==> src/rtl/pdata_seq.sv <==
// pdata_seq: word-level command sequencer for one bit-serial MAC slice.
// Turns host commands (LOAD, MUL, MAC, LOAD_MAC, READ, CLEAR, NOP) into the
// slice's opcode / serial-rx stream. All serial timing is hidden from the host.
module pdata_seq #(
  parameter int SIZE = 32
) (
  input  logic              clk,
  input  logic              nRst,
  input  logic              cmd_valid,
  output logic              cmd_ready,
  input  logic [2:0]        cmd_op,
  input  logic [SIZE-1:0]   cmd_a,
  input  logic [SIZE-1:0]   cmd_b,
  output logic              done,
  output logic              res_valid,
  output logic [4*SIZE-1:0] res_data,
  output logic              busy,
  output logic [2:0]        dp_opcode,
  output logic              dp_rx,
  input  logic              dp_tx
);

  localparam int RW = 4*SIZE;
  localparam int LW = 2*SIZE;
  localparam int CW = $clog2(4*SIZE+1);

  // Terminal counts: the counter holds the number of shifts already issued.
  localparam logic [CW-1:0] LD_LAST = CW'(LW-1);
  localparam logic [CW-1:0] RS_LAST = CW'(RW-1);

  // Slice opcodes (codes 0/1 are never driven).
  localparam logic [2:0] OP_OUT_RES  = 3'd2;
  localparam logic [2:0] OP_LOAD     = 3'd3;
  localparam logic [2:0] OP_LOAD_RES = 3'd4;
  localparam logic [2:0] OP_MUL      = 3'd5;
  localparam logic [2:0] OP_MUL_ADD  = 3'd6;
  localparam logic [2:0] OP_NO_OP    = 3'd7;

  // Host command codes; 0 and 7 fall through to the no-activity path.
  localparam logic [2:0] CMD_LOAD     = 3'd1;
  localparam logic [2:0] CMD_MUL      = 3'd2;
  localparam logic [2:0] CMD_MAC      = 3'd3;
  localparam logic [2:0] CMD_READ     = 3'd4;
  localparam logic [2:0] CMD_CLEAR    = 3'd5;
  localparam logic [2:0] CMD_LOAD_MAC = 3'd6;

  typedef enum logic [2:0] {
    S_IDLE   = 3'd0,
    S_LOADSH = 3'd1,
    S_MATH   = 3'd2,
    S_READSH = 3'd3,
    S_CLRSH  = 3'd4,
    S_FIN    = 3'd5
  } state_t;

  state_t          r_state;
  logic [CW-1:0]   r_cnt;
  logic [LW-1:0]   r_ld;         // remaining operand bits, next bit at MSB
  logic            r_mac_after;  // LOAD_MAC: follow the load with MUL_ADD
  logic [RW-1:0]   r_res_shift;
  logic [RW-1:0]   r_res_data;
  logic [2:0]      r_opcode;
  logic            r_rx;
  logic            r_done;
  logic            r_res_valid;
  logic            r_ready;

  logic            w_accept;
  logic            w_recirc;

  assign w_accept  = cmd_valid && r_ready;
  assign w_recirc  = (r_state == S_READSH);

  assign cmd_ready = r_ready;
  assign busy      = ~r_ready;
  assign done      = r_done;
  assign res_valid = r_res_valid;
  assign res_data  = r_res_data;
  assign dp_opcode = r_opcode;
  // During readout the result is fed straight back so the accumulator
  // rotates through a full turn and ends unchanged.
  assign dp_rx     = w_recirc ? dp_tx : r_rx;

  // Command FSM: accept, shift sequencing and all registered outputs.
  always_ff @(posedge clk or negedge nRst) begin
    if (!nRst) begin
      r_state     <= S_IDLE;
      r_cnt       <= '0;
      r_ld        <= '0;
      r_mac_after <= 1'b0;
      r_res_shift <= '0;
      r_res_data  <= '0;
      r_opcode    <= OP_NO_OP;
      r_rx        <= 1'b0;
      r_done      <= 1'b0;
      r_res_valid <= 1'b0;
      r_ready     <= 1'b1;
    end else begin
      r_done      <= 1'b0;
      r_res_valid <= 1'b0;
      if (w_accept) begin
        // Launch: the first working cycle's opcode/rx are set at this edge.
        r_cnt       <= '0;
        r_ld        <= {cmd_b, cmd_a} << 1;
        r_mac_after <= (cmd_op == CMD_LOAD_MAC);
        r_rx        <= 1'b0;
        r_ready     <= 1'b0;
        case (cmd_op)
          CMD_LOAD, CMD_LOAD_MAC: begin
            r_state  <= S_LOADSH;
            r_opcode <= OP_LOAD;
            r_rx     <= cmd_b[SIZE-1];
          end
          CMD_MUL: begin
            r_state  <= S_MATH;
            r_opcode <= OP_MUL;
          end
          CMD_MAC: begin
            r_state  <= S_MATH;
            r_opcode <= OP_MUL_ADD;
          end
          CMD_READ: begin
            r_state  <= S_READSH;
            r_opcode <= OP_OUT_RES;
          end
          CMD_CLEAR: begin
            r_state  <= S_CLRSH;
            r_opcode <= OP_LOAD_RES;
          end
          default: begin
            r_state  <= S_FIN;
            r_opcode <= OP_NO_OP;
            r_done   <= 1'b1;
            r_ready  <= 1'b1;
          end
        endcase
      end else begin
        case (r_state)
          S_LOADSH: begin
            if (r_cnt == LD_LAST) begin
              r_cnt <= '0;
              r_rx  <= 1'b0;
              if (r_mac_after) begin
                r_state  <= S_MATH;
                r_opcode <= OP_MUL_ADD;
              end else begin
                r_state  <= S_FIN;
                r_opcode <= OP_NO_OP;
                r_done   <= 1'b1;
                r_ready  <= 1'b1;
              end
            end else begin
              r_cnt <= r_cnt + CW'(1);
              r_rx  <= r_ld[LW-1];
              r_ld  <= r_ld << 1;
            end
          end
          S_MATH: begin
            r_state  <= S_FIN;
            r_opcode <= OP_NO_OP;
            r_done   <= 1'b1;
            r_ready  <= 1'b1;
          end
          S_READSH: begin
            r_res_shift <= {r_res_shift[RW-2:0], dp_tx};
            if (r_cnt == RS_LAST) begin
              r_cnt       <= '0;
              r_res_data  <= {r_res_shift[RW-2:0], dp_tx};
              r_res_valid <= 1'b1;
              r_state     <= S_FIN;
              r_opcode    <= OP_NO_OP;
              r_done      <= 1'b1;
              r_ready     <= 1'b1;
            end else begin
              r_cnt <= r_cnt + CW'(1);
            end
          end
          S_CLRSH: begin
            if (r_cnt == RS_LAST) begin
              r_cnt    <= '0;
              r_state  <= S_FIN;
              r_opcode <= OP_NO_OP;
              r_done   <= 1'b1;
              r_ready  <= 1'b1;
            end else begin
              r_cnt <= r_cnt + CW'(1);
            end
          end
          S_FIN: begin
            r_state  <= S_IDLE;
            r_opcode <= OP_NO_OP;
            r_ready  <= 1'b1;
          end
          default: begin
            r_state  <= S_IDLE;
            r_opcode <= OP_NO_OP;
            r_ready  <= 1'b1;
          end
        endcase
      end
    end
  end

endmodule

==> config.mk <==
export PLATFORM = sky130hd
export DESIGN_NAME = pdata_seq
export DESIGN_NICKNAME = d
export VERILOG_FILES = /design/src/rtl/pdata_seq.sv
export SDC_FILE = /design/constraint.sdc
export NUM_CORES = 1
export LEC_CHECK = 0
export ABC_AREA = 0
export BUFFER_PORTS_ARGS = -buffer_cell sky130_fd_sc_hd__buf_2
export CAP_MARGIN = 30
export CORE_ASPECT_RATIO = 1.2
export CORE_MARGIN = 3
export CORE_UTILIZATION = 30
export CTS_BUF_LIST = sky130_fd_sc_hd__clkbuf_16
export CTS_CLUSTER_DIAMETER = 30
export DETAILED_ROUTE_END_ITERATION = 8
export PLACE_DENSITY = 0.45
export SLEW_MARGIN = 15
export SYNTH_ARGS = -nofsm -noshare
export SYNTH_HDL_FRONTEND = slang
export SYNTH_SLANG_ARGS = --single-unit
export TNS_END_PERCENT = 50
==> constraint.sdc <==
create_clock -name clk -period 3.97 [get_ports clk]
set_clock_uncertainty 0.15 [all_clocks]
set_input_delay 0.397 -clock clk [delete_from_list [all_inputs] [get_ports clk]]
set_output_delay 0.397 -clock clk [all_outputs]
set_load 0.02 [all_outputs]
Yosys cells after proc, flatten, opt, wreduce, memory -nomap -nowiden
Cells that the tools add are included.
{"block": "op_classes", "addsub": 1, "n_eq_ne": 16, "n_mux": 37, "bitwise_logic": 2, "reduce_logical": 12}
{"op": "64-bit two-way mux", "n": 3}
{"op": "8-bit two-way mux", "n": 3}
{"op": "3-bit two-way mux", "n": 7}
{"op": "1-bit two-way mux", "n": 17}
{"op": "8-bit one-hot mux with 2 select lines", "n": 1}
{"op": "3-bit one-hot mux with 5 select lines", "n": 1}
{"op": "3-bit by 2-bit == test with 1-bit output, second input constant", "n": 4}
{"op": "3-bit == test, second input constant", "n": 4}
{"op": "3-bit one-hot mux with 4 select lines", "n": 1}
{"op": "3-bit one-hot mux with 3 select lines", "n": 1}
{"op": "8-bit by 1-bit adder with 8-bit output, second input constant", "n": 1}
{"op": "8-bit by 6-bit == test with 1-bit output, second input constant", "n": 1}
{"op": "8-bit by 7-bit == test with 1-bit output, second input constant", "n": 1}
{"op": "3-bit by 1-bit == test with 1-bit output, second input constant", "n": 2}
{"op": "3-bit inequality test, second input constant", "n": 2}
{"op": "3-bit one-hot mux with 2 select lines", "n": 1}
{"op": "2-bit AND reduction", "n": 3}
{"op": "3-bit AND reduction", "n": 2}
{"op": "2-bit OR reduction", "n": 3}
{"op": "6-bit OR reduction", "n": 1}
{"op": "3-bit by 1-bit inequality test with 1-bit output, second input constant", "n": 1}
{"op": "1-bit one-hot mux with 3 select lines", "n": 1}
{"op": "3-bit nonzero test", "n": 1}
{"op": "2-bit inequality test, second input constant", "n": 1}
{"op": "other kinds (4)", "n": 5}
{"block": "totals", "regBits": 338, "in_bits": 71, "output_inout_bits": 136, "word_cells": 79}

Depth between registers and ports, before layout
Gate-level depths: netlist of the first run.
{"block": "logic_depth", "depth_word": 4, "mapped_depth": 8, "mapped_depth_nobuf": 6}

Worst setup path after synthesis of the first run
OpenSTA, ideal clock, no wires.
{"block": "synth_timing", "kind": "flip-flop to flip-flop", "start": "register r_cnt[0]", "end": "register r_ld[10]", "setup_ns": 0.125, "arrival_time_ns": 1.798, "t_required_ns": 3.695, "slack_ns": 1.897, "path_stages_with_launch": 7, "n_path_buf": 1, "synth_period_minus_slack_ns": 2.073, "path_cell_list": "dfrtp_1 -> ha_1 -> nand3_1 -> or3_4 -> a21oi_4 -> buf_6 -> mux2_2"}
{"block": "synth_via", "elab_chain_len": 3}
{"item": "start, declared", "line": "57", "rtl": "logic [CW-1:0] r_cnt;"}
{"item": "start signal, assigned", "line": "153", "rtl": "r_cnt <= r_cnt + CW'(1);"}
{"item": "start signal, assigned", "line": "175", "rtl": "r_cnt <= r_cnt + CW'(1);"}
{"item": "start signal, assigned", "line": "186", "rtl": "r_cnt <= r_cnt + CW'(1);"}
{"item": "8-bit by 6-bit == test with 1-bit output", "line": "140", "rtl": "if (r_cnt == LD_LAST) begin"}
{"item": "2-bit inequality test (no line)"}
{"item": "2-bit AND reduction (no line)"}
{"item": "end signal, assigned", "line": "104", "rtl": "r_ld <= {cmd_b, cmd_a} << 1;"}
{"item": "end signal, assigned", "line": "155", "rtl": "r_ld <= r_ld << 1;"}
{"item": "end, declared", "line": "58", "rtl": "logic [LW-1:0] r_ld;"}
Every way passes these cells.
A chain may end at the register's enable or synchronous reset.

Worst setup path after layout of the first run
{"block": "layout_timing", "start": "register r_cnt[0]", "end": "register r_res_data[11] (netlist: res_data[11])"}
{"block": "layout_via", "elab_chain_len": 2}
{"item": "8-bit by 7-bit == test with 1-bit output", "line": "166", "rtl": "if (r_cnt == RS_LAST) begin"}
{"item": "3-bit AND reduction (no line)"}
{"item": "end signal, assigned", "line": "168", "rtl": "r_res_data <= {r_res_shift[RW-2:0], dp_tx};"}
{"item": "end, declared", "line": "61", "rtl": "logic [RW-1:0] r_res_data;"}
Every way passes these cells.

==> results of run 1 <==
-- critical path, cell delays in order, from the launching register on --
cell and delay (ps):
dfrtp_1 400, ha_1 230, nand3_1 310, nor2_1 190, nand2_4 90, buf_4 620
mux2_2 420
-- layout make-up --
cell class,instances,area share [%]
Multi-Input combinational cell,616,26.27
Tap cell,609,3.993
Inverter,5,0.09834
Sequential cell,337,44.21
Timing Repair Buffer,284,9.729
Clock inverter,68,4.681
Clock buffer,84,11.01
-- per-stage QoR --
stage,instance area (sq um),setup WS (ps)
global route,19080,1232
finish,19080,1377
floorplan,13760,1897
CTS,19080,1334
detailed placement,15420,1349
global placement,15420,1385
-- cell families (layout without fill, tap and decap cells) --
logic type      after synthesis  count (layout)
fa+ha+maj                     1               1
compound gates               47              47
simple gates                247             247
mux                         319             319
flops                       337             337
buf+inv                      60             441
xor+xnor                      2               2
-- per-layer routing --
metal,wire [microns],share of wire (%),track usage [%]
met1,13720,44,16.27
met2,15090,48,21.57
met3,1757,5.6,3.858
met4,729,2.3,6.007
met5,0,0,0
-- path summary, 6_finish.rpt --
kind	startpoint	endpoint	slack, ps	cells past startpoint
worst max-delay path	r_cnt[0]	res_data[11]	1380	6
worst min-delay path	cmd_a[6]	r_ld[7]	50	4
worst max register to register	r_cnt[0]	res_data[11]	1380	6
worst min register to register	res_data[48]	res_data[48]	340	1
max in group asynchronous	nRst	res_data[120]	2360	3
min in group asynchronous	nRst	res_data[70]	310	2
-- where the power goes --
group / internal, mW / switching, mW
Sequential: 3.85 / 0.233
Clock: 5.02 / 2.12
Combinational: 0.864 / 0.876
Total: 9.73 / 3.23
-- registers in the layout, indices dropped and copies added (netlist names) --
register     count
r_res_shift    127
r_cnt            8
res_data       128
done             1
r_ld            63
dp_opcode        3
r_state          3
r_mac_after      1
res_valid        1
cmd_ready        1
r_rx             1
-- placed cells by master, fill, tap and decap left out, types with 2 or more instances in the layout --
master	netlist	layout
dfrtp_1	333	333
mux2_2	318	318
buf_2	27	205
nand2_1	197	195
clkbuf_16	0	84
dlygate4sd3_1	0	67
bufinv_16	0	18
clkinv_2	0	13
inv_1	4	10
a21oi_1	10	10
clkinv_1	0	10
nor2_1	10	9
o21ai_0	9	9
clkinvlp_4	0	9
nor3_1	6	6
nor2b_1	6	6
a31oi_1	6	6
clkinv_4	0	6
buf_4	3	6
nand2b_1	5	5
buf_12	0	5
nand3_1	4	4
dfstp_2	4	4
nand3b_1	3	3
or3_1	3	3
o31ai_1	3	3
clkinv_8	0	3
and3_1	2	2
nor3b_2	2	2
o22ai_1	2	2
o41ai_1	2	2
xnor2_1	2	2
a22oi_1	2	2
-- repair_timing --
action,CTS,global route
endpoints found under the setup margin,0,0
hold buffers,67,0
endpoints found under the hold margin,160,0
==> out/qor_table.md, run 1 <==
| Group | Quantity | This run |
|:---|:---|:---|
| outcome | Result of the run | complete, no violations |
| cts | Clock-pin slew on the worst setup and hold paths | 40 ps |
| timing | Part of the cycle the worst path needs | 65.32% |
| cts | H-Tree Level Count | 3 |
| synth | Most frequently used flop master after synthesis | dfrtp_1 |
| layout | Area delta synth->final | 38.66% |
| die | Initial cell density of the core | 30.52% |
| synth | Synth warnings | 0 |
| timing | Final hold violations | 0 |
| place | Routability-driven placement congestion ratio | 0.7580 |
| power | Overall power after layout | 12.95 mW |
| cts | Worst-case clock buffer depth | 3 |
| layout | Final core utilization | 42.32% |
| layout | Antenna fix cells | 0 |
| timing | Setup total negative slack | 0 ps |
| cts | Clk_lat worst skew | 590 ps |
| die | Std cell rows | 85 |
| timing | Number of pins exceeding their max-slew limit in the final report | 0 |
| timing | Rel. slew slack | 45.33% |
| timing | RSZ-0062 raised after global routing | false |
| synth | Post-synthesis xor/xnor area fraction | 0.1273% |
| synth | Compound-Gate Fraction of Synth Area | 2.355% |
| synth | Number of enable-type register cells in the synthesized netlist | 0 |
| synth | Sequential share of the synthesized area | 61.31% |
| layout | Fill cell total of the finished layout | 4312 |
| timing | Peak clock frequency supported by timing | 385.6 MHz |
| global routing | Global-route wire length before repair | 51920 microns |
| synth | Distinct cell type count after synthesis | 51 |
| critical path | Maximum fanout along the worst path | 59 |
| global routing | Global-route congestion overflow total | 0 |
| layout | Number of standard cells in the layout, taps in and fillers out | 2003 |
| synth | Synth area leaders | dfrtp_1, mux2_2, nand2_1 |
| cts | Clock net sink count | 337 |
| critical path | Arrival time worst endpoint | 2910 ps |
| cts | Number of gates resized after CTS | 0 |
| job | Max-cap violations | 0 |
| timing | Final Hold Slack | 49.98 ps |
| synth | Mapped Nets | 1085 |
| power | Power density cells | 678.8 mW/mm^2 |
| die | Die Y-Extent | 240.6 microns |
| cts | Postcts setup bufs | 0 |
| place | Post-placement cell count | 1784 |
| synth | Post-synthesis sequential element count | 337 |
| place | Quantity of I/O buffers inserted on ports | 206 |
| synth | Adder-cell share of the synthesized area | 0.09091% |
| die | Horizontal die dimension | 201.5 microns |
| critical path | Critical Path End Type | flip-flop |
| layout | Area of the multi-input gates | 0.005014 sq mm |
| timing | Endpoints failing setup | 0 |
| global routing | Largest net degree at the start of global routing | 128 |
| global routing | Number of global-route vias before repair | 9681 |
| synth | Share of synthesized area spent on multiplexers | 26.09% |
| layout | Total number of nets in the final design | 1399 |
| die | Total I/O pin count | 207 |
| synth | List of most frequent post-synthesis cells | dfrtp_1, mux2_2, nand2_1 |
| power | Leakage | 9.849 nW |
| synth | Most common cell in the netlist | dfrtp_1 |
| synth | Largest family of logic cells by synthesized area | multiplexers |
| synth | Post-synthesis share of cell area spent on and, or, nand and nor gates | 7.627% |
| die | Core Area | 0.04509 sq mm |
| timing | Final critical path time including I/O delays and setup | 2593 ps |
| layout | Register area | 0.008438 sq mm |
| critical path | Type of element launching the critical path | flip-flop |
| route | Per-cell routed wire length | 15.63 microns |
| layout | Fraction of final layout cells sized beyond drive strength 1 | 49.28% |
| route | Count of vias placed by the detailed router | 8945 |
| route | Remaining DRCs | 0 |
| global routing | All-layer global routing usage | 13.19% |
| synth | Mean post-synth cell area | 13.59 sq um |
| route | Pre-antenna DRT Iters | 4 |
| power | Worst voltage drop across the vdd grid | 308.6 uV |
| critical path | Data required time of the critical path | 4290 ps |
| route | Remaining number of nets flagged by the antenna check after routing | 0 |
| timing | Tightest Pin Transition | 820.1 ps |
| cts | Root Buffer Master | clkbuf_16 |
| cts | Cts bufs inserted | 83 |
| route | Per-cell via count in the routed design | 4.466 |
| hold path | Path category of the worst min-delay check | input port to flip-flop |
| synth | Dominant cell type by area after synthesis | dfrtp_1 |
| critical path | Crit Path Category | flip-flop to flip-flop |
| place | Detail Placement HPWL | 18720 microns |
| synth | Synth Instances | 1013 |
| cts | Clock tree from TritonCTS | yes |
| synth | Fraction of synthesized cell area taken by the top area cell type | 60.55% |
| route | Wire length after detailed routing | 31300 microns |
| global routing | Initial antenna violation count | 0 |
| die | Area of the die | 0.04849 sq mm |
| route | Number of DRC markers in iteration 0 | 303 |
| synth | Async set-or-reset flop fraction in the synthesized netlist | 100.0% |
| synth | Area of the mapped netlist | 0.01376 sq mm |
No activity file was read; power rests on OpenSTA's default activity.
==> run 2, diff against run 1 <==
Settings changed: PLACE_DENSITY 0.45 to 0.47.
Clock period 3.97 ns to 2.2 ns, I/O delays scaled along.
==> run 2 against run 1 <==
Compared with the run above:
- final cell count increased by 2.8%
- total power increased by 80%
- flip-flop and latch count unchanged
- cell area increased by 2.7%
- sequential share of layout area decreased by 1.2 points
- setup slack got worse by 1300 ps
- global-route usage increased by 0.44 points
- fmax increased by 21%
- worst hold slack improved by 230 ps
- register-to-register slack got worse by 1300 ps
- via count increased by 3.1%
- largest power group unchanged
==> out/qor_table.md, run 2 (synthesis results as in run 1) <==
| Group | Quantity | This run |
|:---|:---|:---|
| outcome | Result of the run | complete, no violations |
| layout | Area delta synth->final | 42.45% |
| hold path | Path category of the worst min-delay check | input port to flip-flop |
| global routing | Largest net degree at the start of global routing | 70 |
| timing | Final Hold Slack | 281.3 ps |
| cts | H-Tree Level Count | 3 |
| global routing | All-layer global routing usage | 13.63% |
| place | Detail Placement HPWL | 20390 microns |
| global routing | Global-route congestion overflow total | 0 |
| critical path | Critical Path End Type | flip-flop |
| timing | Final hold violations | 0 |
| die | Std cell rows | 85 |
| cts | Clock net sink count | 337 |
| place | Routability-driven placement congestion ratio | 0.7709 |
| place | Quantity of I/O buffers inserted on ports | 206 |
| route | Wire length after detailed routing | 33130 microns |
| global routing | Number of global-route vias before repair | 10061 |
| timing | Rel. slew slack | 51.23% |
| die | Area of the die | 0.04849 sq mm |
| route | Remaining number of nets flagged by the antenna check after routing | 0 |
| layout | Top library cells by usage in the layout, fill and taps aside | dfrtp_1, mux2_2, buf_2 |
| layout | Fraction of final layout cells sized beyond drive strength 1 | 50.62% |
| critical path | Maximum fanout along the worst path | 7 |
| power | Power density cells | 1190 mW/mm^2 |
| timing | Part of the cycle the worst path needs | 97.06% |
| route | Number of DRC markers in iteration 0 | 211 |
| critical path | Crit Path Category | flip-flop to flip-flop |
| die | Core Area | 0.04509 sq mm |
| place | Placed standard-cell area | 0.01579 sq mm |
| global routing | Initial antenna violation count | 0 |
| power | Overall power after layout | 23.34 mW |
| layout | Antenna fix cells | 0 |
| timing | RSZ-0062 raised after global routing | true |
| cts | Clock-pin slew on the worst setup and hold paths | 40 ps |
| cts | Worst-case clock buffer depth | 3 |
| layout | Post-layout instance area | 0.01961 sq mm |
| route | Per-cell routed wire length | 16.09 microns |
| job | Max-cap violations | 0 |
| global routing | Global-route wire length before repair | 53130 microns |
| route | Remaining DRCs | 0 |
| die | Initial cell density of the core | 30.52% |
| power | Part of the total power dissipated in combinational logic | 17.5% |
| timing | Peak clock frequency supported by timing | 468.3 MHz |
| place | Post-place setup slack | -73.58 ps |
| power | Internal Dissipation | 17.24 mW |
| die | Total I/O pin count | 207 |
| layout | Total number of nets in the final design | 1453 |
| die | Horizontal die dimension | 201.5 microns |
| route | Per-cell via count in the routed design | 4.477 |
| critical path | Type of element launching the critical path | flip-flop |
| critical path | Data required time of the critical path | 2510 ps |
| cts | Clock tree from TritonCTS | yes |
| power | Switching power | 6.090 mW |
| layout | Final core utilization | 43.48% |
| place | Post-placement cell count | 1817 |
| die | Die Y-Extent | 240.6 microns |
| critical path | Arrival time worst endpoint | 2450 ps |
| timing | Endpoints failing setup | 0 |
| power | Leakage | 10.16 nW |
| timing | Tightest Pin Transition | 731.6 ps |
| cts | Root Buffer Master | clkbuf_16 |
| power | Sequential power share | 31.2% |
| layout | Max FFs per register | 128 |
| timing | Final worst setup slack | 64.74 ps |
| timing | Final critical path time including I/O delays and setup | 2135 ps |
| route | Count of vias placed by the detailed router | 9219 |
| layout | Fill cell total of the finished layout | 4309 |
| timing | Number of pins exceeding their max-slew limit in the final report | 0 |
| layout | Number of standard cells in the layout, taps in and fillers out | 2059 |
| power | Worst voltage drop across the vdd grid | 665.8 uV |
| route | Pre-antenna DRT Iters | 4 |
| timing | Setup total negative slack | 0 ps |
| cts | Clk_lat worst skew | 590 ps |
| power | Clock share of power | 51.2% |
| cts | Cts bufs inserted | 81 |
| power | Net Sw Frac | 26.10% |
| layout | Most common cell after layout, fill and taps aside | dfrtp_1 |
-- run 2: cell types whose count changed in the layout (fill, tap and decap cells not counted), sizes merged --
cell / previous run / this run
clkinvlp: 9 / 10
inv: 13 / 17
bufinv: 18 / 11
clkinv: 33 / 37
buf: 217 / 264
dlygate4sd3: 67 / 74
-- run 2: cell type report --
class | count | area [sq um] | area share, %
Tap cell | 609 | 762.0 | 3.887
Inverter | 5 | 18.77 | 0.09573
Multi-Input combinational cell | 616 | 5085 | 25.94
Clock inverter | 70 | 734.5 | 3.746
Clock buffer | 82 | 2052 | 10.47
Timing Repair Buffer | 340 | 2514 | 12.82
Sequential cell | 337 | 8439 | 43.05
-- run 2: power groups by stage --
stage | sequential (mW) | clock [mW] | combinational, mW
4_1_cts | 7.29 | 12.3 | 3.79
3_3_place_gp | 7.36 | 0 | 3.34
5_1_grt | 7.37 | 12.6 | 4.53
2_1_floorplan | 7.32 | 0 | 2.50
6_report | 7.29 | 11.9 | 4.09
3_5_place_dp | 7.38 | 0 | 3.40
-- run 2: critical path: stages, from the launching register on --
cell and delay (ps):
dfrtp_1 350, ha_2 210, nand3_4 100, or3_4 360
a21oi_4 180, buf_6 170, clkbuf_16 170, mux2_2 320
-- run 2: per-layer routing --
metal | vias up | global-route usage, % | routed length [microns]
li1 | 4296 | - | -
met3 | 60 | 3.953 | 1757
met1 | 4647 | 16.01 | 14000
met2 | 216 | 22.93 | 16360
met5 | - | 0 | 0
met4 | 0 | 6.959 | 1016
-- run 2: timing repair --
action	CTS	global route
setup buffers	7	4
pin swaps	1	3
gates resized for setup	7	17
setup endpoints to repair	62	133
hold endpoints to repair	412	0
hold buffers	74	0
gates cloned	2	3
-- run 2: final timing paths --
| path | endpoint | slack, ps | depth (start not counted) | startpoint |
|---|---|---|---|---|
| worst max-delay path | r_ld[23] | 60 | 7 | r_cnt[1] |
| worst min-delay path | r_ld[1] | 280 | 3 | cmd_a[0] |
| worst max register to register | r_ld[23] | 60 | 7 | r_cnt[1] |
| worst min register to register | res_data[52] | 340 | 1 | res_data[52] |
| max in group asynchronous | r_cnt[6] | 240 | 4 | nRst |
| min in group asynchronous | r_cnt[3] | 550 | 3 | nRst |
